<file path="config.mk">
export PLATFORM = sky130hd
export DESIGN_NAME = sta_ram_reader
export DESIGN_NICKNAME = d
export VERILOG_FILES = /design/src/rtl/sta_pkg.sv /design/src/rtl/sta_rd_fifo.sv /design/src/rtl/sta_ram_reader.sv
export SDC_FILE = /design/constraint.sdc
export NUM_CORES = 1
export LEC_CHECK = 0
export CORE_MARGIN = 3
export CORE_UTILIZATION = 30
export DETAILED_ROUTE_END_ITERATION = 7
export PLACE_DENSITY = 0.54
export SLEW_MARGIN = 15
export SYNTH_ARGS = -nofsm -noshare
export SYNTH_HDL_FRONTEND = slang
export SYNTH_SLANG_ARGS = --single-unit
</file>
<file path="constraint.sdc">
create_clock -name rd_clk_tb -period 7.7 [get_ports rd_clk_tb]
set_clock_uncertainty 0.05 [all_clocks]
set_input_delay 1.54 -clock rd_clk_tb [delete_from_list [all_inputs] [get_ports rd_clk_tb]]
set_output_delay 1.54 -clock rd_clk_tb [all_outputs]
set_load 0.01 [all_outputs]
</file>
<file path="src/rtl/sta_pkg.sv">
// sta_pkg: shared FSM type, default widths and parameter legality checks for the stats RAM reader
package sta_pkg;
   localparam int DEF_ADDR_WIDTH = 4;
   localparam int DEF_DATA_WIDTH = 64;
   typedef enum logic [1:0] {IDLE, SWEEP, DRAIN} state_t;
   // RAM read latency is 1 without the RAM output register and 2 with it
   function automatic bit rd_latency_ok(input int lat);
      return (lat == 1) || (lat == 2);
   endfunction
   // FIFO must be a power of two and hold every word that can be in flight plus one
   function automatic bit fifo_depth_ok(input int depth, input int lat);
      return (depth >= lat + 2) && ((depth & (depth - 1)) == 0);
   endfunction
endpackage

</file>
<file path="src/rtl/sta_rd_fifo.sv">
// sta_rd_fifo: synchronous FIFO whose head word sits in a registered output stage
// Ports:
//   rd_clk_tb, tb_rst   clock, asynchronous active-high reset
//   push, din           write strobe and word
//   pop                 consume the word on dout (ignored while dout_valid is low)
//   dout, dout_valid    registered head word and its valid flag
//   count, empty, full  occupancy of the storage array (output stage excluded)
module sta_rd_fifo #(
   parameter int WIDTH = 68,
   parameter int DEPTH = 4
) (
   input  logic                     rd_clk_tb,
   input  logic                     tb_rst,
   input  logic                     push,
   input  logic [WIDTH-1:0]         din,
   input  logic                     pop,
   output logic [WIDTH-1:0]         dout,
   output logic                     dout_valid,
   output logic [$clog2(DEPTH):0]   count,
   output logic                     empty,
   output logic                     full
);
   localparam int PW = $clog2(DEPTH);
   logic [WIDTH-1:0] mem [DEPTH];
   logic [PW-1:0]    wr_ptr, rd_ptr;
   logic             ld;
   // refill the output stage whenever it is free or being consumed this cycle
   assign ld    = (count != '0) && (!dout_valid || pop);
   assign empty = (count == '0);
   assign full  = (count == ($clog2(DEPTH)+1)'(DEPTH));
   always_ff @(posedge rd_clk_tb) begin
      if (push) mem[wr_ptr] <= din;
   end
   always_ff @(posedge rd_clk_tb or posedge tb_rst) begin
      if (tb_rst) begin
         wr_ptr     <= '0;
         rd_ptr     <= '0;
         count      <= '0;
         dout       <= '0;
         dout_valid <= 1'b0;
      end else begin
         wr_ptr     <= push ? wr_ptr + 1'b1 : wr_ptr;
         rd_ptr     <= ld ? rd_ptr + 1'b1 : rd_ptr;
         dout       <= ld ? mem[rd_ptr] : dout;
         dout_valid <= ld ? 1'b1 : pop ? 1'b0 : dout_valid;
         count      <= count + {{PW{1'b0}}, push} - {{PW{1'b0}}, ld};
      end
   end
endmodule

</file>
<file path="src/rtl/sta_ram_reader.sv">
// sta_ram_reader: sweeps the stats RAM once per start and streams every word with index, last flag and XOR checksum
// Ports:
//   rd_clk_tb, tb_rst                       read-domain clock, asynchronous active-high reset
//   start, busy, done                       sweep request, sweep in progress, end-of-sweep pulse
//   checksum                                XOR of all words of the last completed sweep
//   ram_rd_addr, ram_rd_data                RAM read port (address registered here)
//   m_data, m_index, m_valid, m_ready, m_last  output stream
module sta_ram_reader
   import sta_pkg::*;
#(
   parameter int ADDR_WIDTH = DEF_ADDR_WIDTH,
   parameter int DATA_WIDTH = DEF_DATA_WIDTH,
   parameter int RD_LATENCY = 1,
   parameter int FIFO_DEPTH = 4
) (
   input  logic                  rd_clk_tb,
   input  logic                  tb_rst,
   input  logic                  start,
   output logic                  busy,
   output logic                  done,
   output logic [DATA_WIDTH-1:0] checksum,
   output logic [ADDR_WIDTH-1:0] ram_rd_addr,
   input  logic [DATA_WIDTH-1:0] ram_rd_data,
   output logic [DATA_WIDTH-1:0] m_data,
   output logic [ADDR_WIDTH-1:0] m_index,
   output logic                  m_valid,
   input  logic                  m_ready,
   output logic                  m_last
);
   localparam int FW = ADDR_WIDTH + DATA_WIDTH;
   localparam int CW = $clog2(FIFO_DEPTH) + 1;
   localparam logic [ADDR_WIDTH-1:0] LAST_ADDR = '1;
   if (!rd_latency_ok(RD_LATENCY)) begin : g_bad_latency
      $error("sta_ram_reader: RD_LATENCY must be 1 or 2");
   end
   if (!fifo_depth_ok(FIFO_DEPTH, RD_LATENCY)) begin : g_bad_depth
      $error("sta_ram_reader: FIFO_DEPTH must be a power of two >= RD_LATENCY+2");
   end
   state_t                              state, state_nxt;
   logic [ADDR_WIDTH:0]                 cnt;
   logic [ADDR_WIDTH-1:0]               beat;
   logic [RD_LATENCY:0]                 sr_v;
   logic [RD_LATENCY:0][ADDR_WIDTH-1:0] sr_tag;
   logic [DATA_WIDTH-1:0]               acc;
   logic [CW-1:0]                       fifo_count;
   logic [FW-1:0]                       fifo_dout;
   logic                                fifo_full, fifo_empty_unused;
   logic                                go, issue, hs, credit, done_nxt;
   // a start coinciding with done belongs to the finishing sweep and is dropped
   assign go       = (state == IDLE) && start && !done;
   assign hs       = m_valid && m_ready;
   // every in-flight read already owns a FIFO slot, so captures can never overflow
   assign credit   = ($countones(sr_v) + int'(fifo_count)) < FIFO_DEPTH;
   assign busy     = (state != IDLE);
   assign {m_index, m_data} = fifo_dout;
   assign m_last   = m_valid && (m_index == LAST_ADDR);
   always_ff @(posedge rd_clk_tb or posedge tb_rst) begin
      if (tb_rst) state <= IDLE;
      else        state <= state_nxt;
   end
   always_comb begin
      state_nxt = state;
      issue     = 1'b0;
      done_nxt  = 1'b0;
      case (state)
         IDLE:  state_nxt = go ? SWEEP : IDLE;
         SWEEP: begin
            issue = credit && !fifo_full && !cnt[ADDR_WIDTH];
            if (issue && cnt[ADDR_WIDTH-1:0] == LAST_ADDR) state_nxt = DRAIN;
         end
         DRAIN: begin
            done_nxt = hs && (beat == LAST_ADDR);
            if (done_nxt) state_nxt = IDLE;
         end
         default: state_nxt = IDLE;
      endcase
   end
   // the tag pipeline mirrors the RAM latency: a tag leaving the last stage
   // lines up with that address's word on ram_rd_data
   always_ff @(posedge rd_clk_tb or posedge tb_rst) begin
      if (tb_rst) begin
         cnt         <= '0;
         beat        <= '0;
         ram_rd_addr <= '0;
         sr_v        <= '0;
         sr_tag      <= '0;
         acc         <= '0;
         checksum    <= '0;
         done        <= 1'b0;
      end else begin
         done        <= done_nxt;
         sr_v        <= {sr_v[RD_LATENCY-1:0], issue};
         sr_tag      <= {sr_tag[RD_LATENCY-1:0], cnt[ADDR_WIDTH-1:0]};
         cnt         <= go ? '0 : issue ? cnt + 1'b1 : cnt;
         ram_rd_addr <= issue ? cnt[ADDR_WIDTH-1:0] : ram_rd_addr;
         beat        <= go ? '0 : hs ? beat + 1'b1 : beat;
         acc         <= go ? '0 : hs ? acc ^ m_data : acc;
         checksum    <= done_nxt ? acc ^ m_data : checksum;
      end
   end
   sta_rd_fifo #(
      .WIDTH (FW),
      .DEPTH (FIFO_DEPTH)
   ) u_fifo (
      .rd_clk_tb  (rd_clk_tb),
      .tb_rst     (tb_rst),
      .push       (sr_v[RD_LATENCY]),
      .din        ({sr_tag[RD_LATENCY], ram_rd_data}),
      .pop        (hs),
      .dout       (fifo_dout),
      .dout_valid (m_valid),
      .count      (fifo_count),
      .empty      (fifo_empty_unused),
      .full       (fifo_full)
   );
endmodule
</file>
-- Word level (Yosys, flattened, before mapping)
Memory sizes are Yosys's and may differ from the RTL's. A register that Yosys moved wholly into a read port is not among the register bits.
Index checks and enable logic that the tools add are counted.
- add/subtract/negate cells: 8
- magnitude comparators: 1
- eq/ne operators: 8
- multiplexer cells: 16
- bitwise logic cells: 1
- reduce and logical (&&, ||, !) cells: 21
- operator list (kind ; count):
    64-bit two-way mux ; 2
    64-bit bitwise XOR ; 1
    4-bit == test, second input constant ; 3
    5-bit two-way mux ; 2
    1-bit logical AND ; 9
    4-bit two-way mux ; 2
    2-bit nonzero test ; 4
    1-bit two-way mux ; 7
    2-bit case mux with 3 select lines ; 1
    5-bit by 1-bit adder with 5-bit output, second input constant ; 1
    2-bit by 1-bit adder with 2-bit output, second input constant ; 2
    2-bit by 3-bit adder with 4-bit output ; 1
    4-bit by 1-bit adder with 4-bit output, second input constant ; 1
    1-bit zero test ; 4
    4-bit by 3-bit less-than comparator with 1-bit output, second input constant ; 1
    2-bit two-way mux ; 2
    2-bit != test, second input constant ; 2
    3-bit by 1-bit adder with 3-bit output ; 1
    3-bit == test, second input constant ; 1
    3-bit nonzero test ; 1
    3-bit by 1-bit subtractor with 3-bit output ; 1
    1-bit by 1-bit adder with 2-bit output ; 1
    2-bit by 1-bit == test with 1-bit output, second input constant ; 1
    2-bit == test, second input constant ; 1
    3 further kinds ; 3
- flip-flop bits (word level): 162
- bits in writable memories: 272
- bits of input ports: 68
- word-level logic and storage cells: 70
- memories: 1
- memories (memory ; words ; bits a word ; read ports ; clocked after memory_dff ; wr ports ; RTL line ; source):
    u_fifo.mem ; 4 ; 68 ; 1 ; 1 ; 1 ; sta_rd_fifo.sv:24 ; logic [WIDTH-1:0] mem [DEPTH];

-- Logic depth before layout (Yosys ltp)
Gate-level depths: netlist of the first run.
- depth in word-level cells: 8
- mapped depth: 8

-- Modules after synthesis
From an unflattened synthesis of the first run, not the netlist that was laid out.
- cells, all modules: 1162
- area, all modules: 19321.0 um^2
- by module, submodules not included (module ; instances ; cells each ; area an instance (um^2) ; sequential area each (um^2)):
    sta_rd_fifo ; 1 ; 539 ; 12828.6 ; 10069.7
    sta_ram_reader ; 1 ; 623 ; 6492.5 ; 3853.7

-- Worst setup path after synthesis of the first run
Ideal clock, no wire load.
- path type: in2reg
- start point: input m_ready
- end point: register u_fifo.count[1]
- setup time: 0.135 ns
- data arrival time: 2.983 ns
- required time: 7.515 ns
- slack: 4.531 ns
- stages: 7
- buffers on the path: 1
- cells stage by stage: inv_1 > a21oi_1 > buf_2 > ha_1 > inv_1 > ha_1 > fa_1
- word-level cells in the longest chain between the ends: 4
- RTL lines (item ; RTL line ; source):
    start, declared ; sta_ram_reader.sv:27 ; input logic m_ready,
    1-bit logical AND ; sta_ram_reader.sv:51 ; assign hs = m_valid && m_ready;
    1-bit logical OR ; sta_rd_fifo.sv:28 ; assign ld = (count != '0) && (!dout_valid || pop);
    1-bit logical AND ; sta_rd_fifo.sv:28 ;
    named net u_fifo.ld ; sta_rd_fifo.sv:26 ; logic ld;
    3-bit by 1-bit subtractor with 3-bit output ; sta_rd_fifo.sv:46 ; count <= count + {{PW{1'b0}}, push} - {{PW{1'b0}}, ld};
    end signal, assigned ; sta_rd_fifo.sv:46 ;
    end, declared ; sta_rd_fifo.sv:19 ; output logic [$clog2(DEPTH):0] count,
The timed path passes the listed nets, and every way through them passes these cells.
A chain may end at the register's enable or synchronous reset.

-- Final worst setup path of the first run
- start point: input m_ready
- end point: register checksum[32]
- word-level cells in the longest chain between the ends: 3
- RTL lines (item ; RTL line ; source):
    1-bit logical AND ; sta_ram_reader.sv:51 ;
    1-bit logical AND ; sta_ram_reader.sv:72 ; done_nxt = hs && (beat == LAST_ADDR);
    1-bit two-way mux ; sta_ram_reader.sv:65 ; case (state)
    end signal, assigned ; sta_ram_reader.sv:98 ; checksum <= done_nxt ? acc ^ m_data : checksum;
    end, declared ; sta_ram_reader.sv:21 ; output logic [DATA_WIDTH-1:0] checksum,
Every way passes these cells.

==> impl_metrics.ini, run 1 <==
[logic_synthesis]
synth.area.top_cells = edfxtp_1 (42%), dfrtp_1 (30%), mux4_2 (7.9%), mux2_2 (4.2%), xnor2_1 (3.1%)
synth_ff_type = edfxtp_1
syn_area_sq_mm = 0.01931
ys_seq_elements = 502
synth_area_per_cell_sq_um = 16.69
synth_top_area_share_pct = 42.30
yosysTopAreaCell = edfxtp_1
syn_inst = 1157
syn-num-nets = 1236
synth_enable_flop_cells = 272
synthArstFlopShare_pct = 45.82
synth_cell_types = 33
yosysSeqAreaShare_pct = 72.11
post-synth-top-count-cell = edfxtp_1
synth_common_cells = edfxtp_1 (272), dfrtp_1 (230), nor2_1 (136)
yosysWarnings = 0

[critical_path]
crit_family = simple AND/OR/NAND/NOR gates
worstPathRequired_ps = 8140
slowest_stage = and2_4
cp_cell_sequence = clkdlybuf4s50_1 -> and2_4 -> nand4_1 -> nor3b_4 -> buf_12 -> nor2_1 -> a21oi_1
r2r_start = u_fifo.rd_ptr[0]$_DFFE_PP0P_
crit_path_start = m_ready
cp.arrival_ps = 4230
worstSetupPathType = input port to flip-flop
max_stage_delay_ps = 770
worst_setup_path_start_kind = input port
crit_fanout = 129
critPathCaptureType = flip-flop
cp.buffers_inverters = 2

[sta]
max_slew_margin_pct = 33.72
worst_pin_slew_ps = 992.0
setup_viol = 0
layout_worst_path_cycle_share_pct = 49.21
final.setup.worst_slack_ps = 3911
hold_viol = 0
slew_violations = 0
post-route-min-period_ps = 3789
rsz0062_at_grt = false
fmax_mhz = 263.9
tns_ps = 0

[clocking]
cts_made_buffers = 55
postCtsSetupRepairBufs = 0
holdBufCountCts = 0
ctsRootBufferMaster = clkbuf_16
postCtsResizedCells = 0
path_clk_slew_ps = 60
cts_tree = done
clockBufferDepth = 3
insertion_delay_ps = 580
htreeDepth = 2
clock_sinks = 502

[worst_hold_path]
hp-class = flip-flop to flip-flop
hold_start = sr_tag[0]$_DFF_PP0_

[pwr]
leakage_nw = 9.051
power-per-cell-area_mw_per_mm2 = 400.4
ir_drop_mv = 0.2344

[grt]
grt_pass1_wl_microns = 66410
grt_pass1_vias = 10804
grt_use_total_pct = 12.83
antenna_found_initial = 1
grt-ovfl-total = 0
grt_start_max_net_pins = 130

[die]
fp.dieW_microns = 259.7
initial_core_util_pct = 30.44
die_height_microns = 259.7
die_area_sq_mm = 0.06745
core_sq_mm = 0.06343
num_rows = 92
pin_count = 208

[finish]
final_nets = 1461
stdcell_area_sq_mm = 0.02419
drive_gt1_share_pct = 18.63
area_growth_pct = 25.26
n_fill_cell = 5878

[drt]
vias = 9955
vias_per_cell = 4.376
drt_wl_total_microns = 42450
drtIter0Drc = 479
drc = 0
drtPass1Iterations = 4
ant_nets = 0
drt-wirelength-per-cell_microns = 18.66

[placed_design]
place_ws_ps = 3199
placement.io_buffers = 207
dp_hpwl_microns = 24690
dpl_cell_area_sq_mm = 0.02233
gp_congestion = 0.6540

[run_status]
status = finished clean

[flow_run]
drv_cap = 0
==> worst register-to-register path, delay by kind of cell (launching register included) <==
kind	cells	cell delay [ps]
flops	1	870
buf+inv	1	880
mux	2	910
==> registers in the layout, indices dropped and copies added, names as in the netlist, 3 cells and up <==
name	flops
ram_rd_addr	4
u_fifo.mem	272
sr_tag	8
u_fifo.dout	68
checksum	64
beat	4
u_fifo.count	3
acc	64
cnt	5
==> layer usage <==
layer	track usage, %	wire, microns	up-vias
met4	3.239	740	0
met2	21.52	20850	191
met1	16.97	18910	5091
met5	0	0	-
met3	2.756	1950	56
li1	-	-	4617
==> power breakdown <==
| group | switching, mW | total [mW] | internal [mW] | leakage [nW] |
|---|---|---|---|---|
| logic | 1.23 | 2.70 | 1.47 | 2.77 |
| clock network | 1.06 | 2.69 | 1.63 | 0.908 |
| registers | 0.627 | 4.30 | 3.67 | 5.38 |
==> kinds of logic (layout without fill, tap and decap cells) <==
kind of cell,count (synthesis),after routing,share of synthesized area [%]
AO/OA/AOI/OAI,74,74,2.242
multiplexers,143,143,12.29
flip-flops,502,502,72.11
buffers and inverters,63,334,1.665
AND/OR/NAND/NOR,228,228,4.782
adder cells (fa/ha/maj),11,11,0.7516
XOR/XNOR,136,136,6.169
other,0,1,0
==> stage by stage <==
stage,util (%),power (mW),hold slack [ps],instances
CTS,38.13,9.896,300.0,2274
floorplan,-,6.049,281.2,1157
detailed placement,35.21,7.143,285.5,2171
global placement,35.21,7.061,285.7,2171
global route,38.13,10.32,315.7,2274
finish,38.14,9.684,296.8,2275
==> placed cells by master (no fill, tap or decap), types with 9 or more instances in the layout <==
master,count
mux4_2,68
dfrtp_1,228
buf_4,11
xnor2_1,68
xor2_1,68
mux2_2,72
nor2_1,136
clkinv_2,14
ha_1,10
clkbuf_16,57
a21oi_1,54
inv_1,9
clkdlybuf4s50_1,207
a21oi_2,11
edfxtp_1,272
clkbuf_1,11
nand2_1,72
==> layout make-up <==
type / count / area, sq um / area share [%]
antenna: 1 / 2.502 / 0.01035
clock inverter: 34 / 371.6 / 1.536
multi-input combinational: 592 / 5101 / 21.09
clock buffer: 69 / 1481 / 6.125
tap: 846 / 1059 / 4.376
sequential: 502 / 13930 / 57.59
timing repair buffer: 220 / 2195 / 9.073
inverter: 11 / 47.55 / 0.1966
==> worst paths after layout <==
path	end	slack, ps	depth (start not counted)
max reg2reg	u_fifo.dout[6]$_DFFE_PP0P_	4890	3
max in group asynchronous	u_fifo.dout[24]$_DFFE_PP0P_	4930	3
max	checksum[32]$_DFFE_PP0P_	3910	7
min reg2reg	sr_tag[4]$_DFF_PP0_	300	0
min in group asynchronous	checksum[48]$_DFFE_PP0P_	1340	2
min	sr_tag[4]$_DFF_PP0_	300	0
Note: power is estimated with default switching activity, not from simulation.
==> run 2, diff against run 1 <==
--- a/config.mk
+++ b/config.mk
@@ -8,7 +8,7 @@
 export CORE_MARGIN = 3
 export CORE_UTILIZATION = 30
 export DETAILED_ROUTE_END_ITERATION = 7
-export PLACE_DENSITY = 0.54
+export PLACE_DENSITY = 0.53
 export SLEW_MARGIN = 15
 export SYNTH_ARGS = -nofsm -noshare
 export SYNTH_HDL_FRONTEND = slang
==> constraint.sdc (replaced) <==
create_clock -name rd_clk_tb -period 3.65 [get_ports rd_clk_tb]
set_clock_uncertainty 0.05 [all_clocks]
set_input_delay 0.73 -clock rd_clk_tb [delete_from_list [all_inputs] [get_ports rd_clk_tb]]
set_output_delay 0.73 -clock rd_clk_tb [all_outputs]
set_load 0.01 [all_outputs]
==> run 2 against run 1 <==
Effect of this change:
- sequential share of layout area decreased by 0.38 points
- combinational power increased by 110%
- worst hold slack gained 2.1 ps
- register-to-register slack got worse by 3500 ps
- non-clock buffer count is 9 higher
- clock power up 110%
- critical endpoint is now busy
- largest power group unchanged
==> impl_metrics.ini, run 2 (synthesis results as in run 1) <==
[critical_path]
critPathCaptureType = output port
worst_setup_path_start_kind = flip-flop
rr_worst_depth = 3
cp_cell_sequence = or2_2 -> clkdlybuf4s50_1
cp.arrival_ps = 1860
r2r-end = u_fifo.dout[41]$_DFFE_PP0P_
ff2ff_setup_slack_ps = 1400
slowest_stage = clkdlybuf4s50_1
worstSetupPathType = flip-flop to output port
worstPathRequired_ps = 2870
crit_fanout = 4
max_stage_delay_ps = 500
r2r_start = u_fifo.rd_ptr[0]$_DFFE_PP0P_

[grt]
grt_pass1_vias = 10824
grt-ovfl-total = 0
grt_pass1_wl_microns = 66490
grt_start_max_net_pins = 89
antenna_found_initial = 0
grt_use_total_pct = 12.90

[worst_hold_path]
hold_start = sr_tag[0]$_DFF_PP0_
min_path_cells = 0
holdPathEnd = sr_tag[4]$_DFF_PP0_
hp-class = flip-flop to flip-flop

[die]
fp.dieW_microns = 259.7
die_height_microns = 259.7
pin_count = 208
initial_core_util_pct = 30.44
num_rows = 92
core_sq_mm = 0.06343
die_area_sq_mm = 0.06745

[drt]
drt-wirelength-per-cell_microns = 18.70
drt_wl_total_microns = 42640
ant_nets = 0
vias_per_cell = 4.383
drtPass1Iterations = 4
drtIter0Drc = 479
drc = 0
vias = 9993

[pwr]
power-per-cell-area_mw_per_mm2 = 839.0
leakage_nw = 9.115
ir_drop_mv = 0.4305

[clocking]
ctsRootBufferMaster = clkbuf_16
insertion_delay_ps = 590
path_clk_slew_ps = 60
clock_sinks = 502
clockBufferDepth = 3
postCtsSetupRepairBufs = 0
postCtsResizedCells = 0
htreeDepth = 2
cts_made_buffers = 54
cts_tree = done
holdBufCountCts = 0

[sta]
max_slew_margin_pct = 49.02
post-route-min-period_ps = 2642
layout_worst_path_cycle_share_pct = 72.39
fmax_mhz = 378.5
setup_viol = 0
final.setup.worst_slack_ps = 1008
slew_violations = 0
tns_ps = 0
hold_viol = 0
rsz0062_at_grt = false
worst_pin_slew_ps = 764.7

[finish]
final_common_cell = edfxtp_1
area_growth_pct = 26.09
utilization_pct = 38.39
reg.largest.list = u_fifo.mem: 272 flops, u_fifo.dout: 68 flops
final_nets = 1469
instances_no_fill = 2280
largest-register = u_fifo.mem
stdcell_area_sq_mm = 0.02435
largest_reg_flops = 272
n_antenna_cell = 0
layout_common_cells = edfxtp_1 (272), dfrtp_1 (228), clkdlybuf4s50_1 (207)
drive_gt1_share_pct = 18.97

[placed_design]
place_ws_ps = 904.7
dp_hpwl_microns = 25410
dpl_cell_area_sq_mm = 0.02254
placement.io_buffers = 207
gp_congestion = 0.6871
placedCellCount = 2180

[run_status]
status = finished clean

[flow_run]
drv_cap = 0
run 2: changes by cell type in the layout (fill, tap and decap cells not counted), moves of 2 or more:
cell / previous run / this run
clkbuf_1: 11 / 14
clkinv_2: 14 / 10
clkinv_1: 8 / 5
buf_12: 2 / 13
bufinv_16: 8 / 6
buf_4: 11 / 9
clkbuf_8: 1 / 3
run 2: metal layers:
layer  up-vias  wire [microns]  GRT usage, %
met5         -               0             0
met1      5151           18780         16.49
met4         0             770         3.550
li1       4623               -             -
met3        50            1868         2.805
met2       169           21220         22.14
run 2: worst max path at each step:
| stage | from | endpoint | slack [ps] | cells past startpoint |
|---|---|---|---|---|
| final | state[0]$_DFFE_PP0P_ | busy | 1010 | 2 |
| after global routing | state[0]$_DFFE_PP0P_ | busy | 940 | 2 |
| after CTS | state[0]$_DFFE_PP0P_ | busy | 940 | 2 |
| after detailed placement | m_ready | checksum[16]$_DFFE_PP0P_ | 900 | 7 |
| after global placement | m_ready | checksum[30]$_DFFE_PP0P_ | 920 | 7 |
| after floorplan | tb_rst | acc[0]$_DFFE_PP0P_ | -140 | 1 |
run 2: cell type report:
| type | instances | area, sq um |
|---|---|---|
| clock inverters | 26 | 290.3 |
| fillers | 5842 | 39080 |
| multi-input cells | 592 | 5101 |
| inverters | 11 | 47.55 |
| well taps | 846 | 1059 |
| flip-flops and latches | 502 | 13930 |
| clock buffers | 74 | 1520 |
| repair buffers | 229 | 2400 |
run 2: through the flow:
step,total power [mW],hold slack [ps]
6_report,20.43,299.0
5_1_grt,21.74,314.2
4_1_cts,20.90,301.2
3_5_place_dp,15.19,287.9
3_3_place_gp,15.05,290.0
2_1_floorplan,12.76,281.2
run 2: power by group:
group / switching, mW / total, mW / leakage, nW / internal, mW
clock network: 2.21 / 5.55 / 0.886 / 3.34
logic: 2.59 / 5.80 / 2.85 / 3.22
registers: 1.33 / 9.07 / 5.38 / 7.74
run 2: worst max-delay path: cells and delay by family, from the launching register on:
kind | cells | cell delay, ps
simple gates | 1 | 340
flops | 1 | 440
buf+inv | 1 | 500
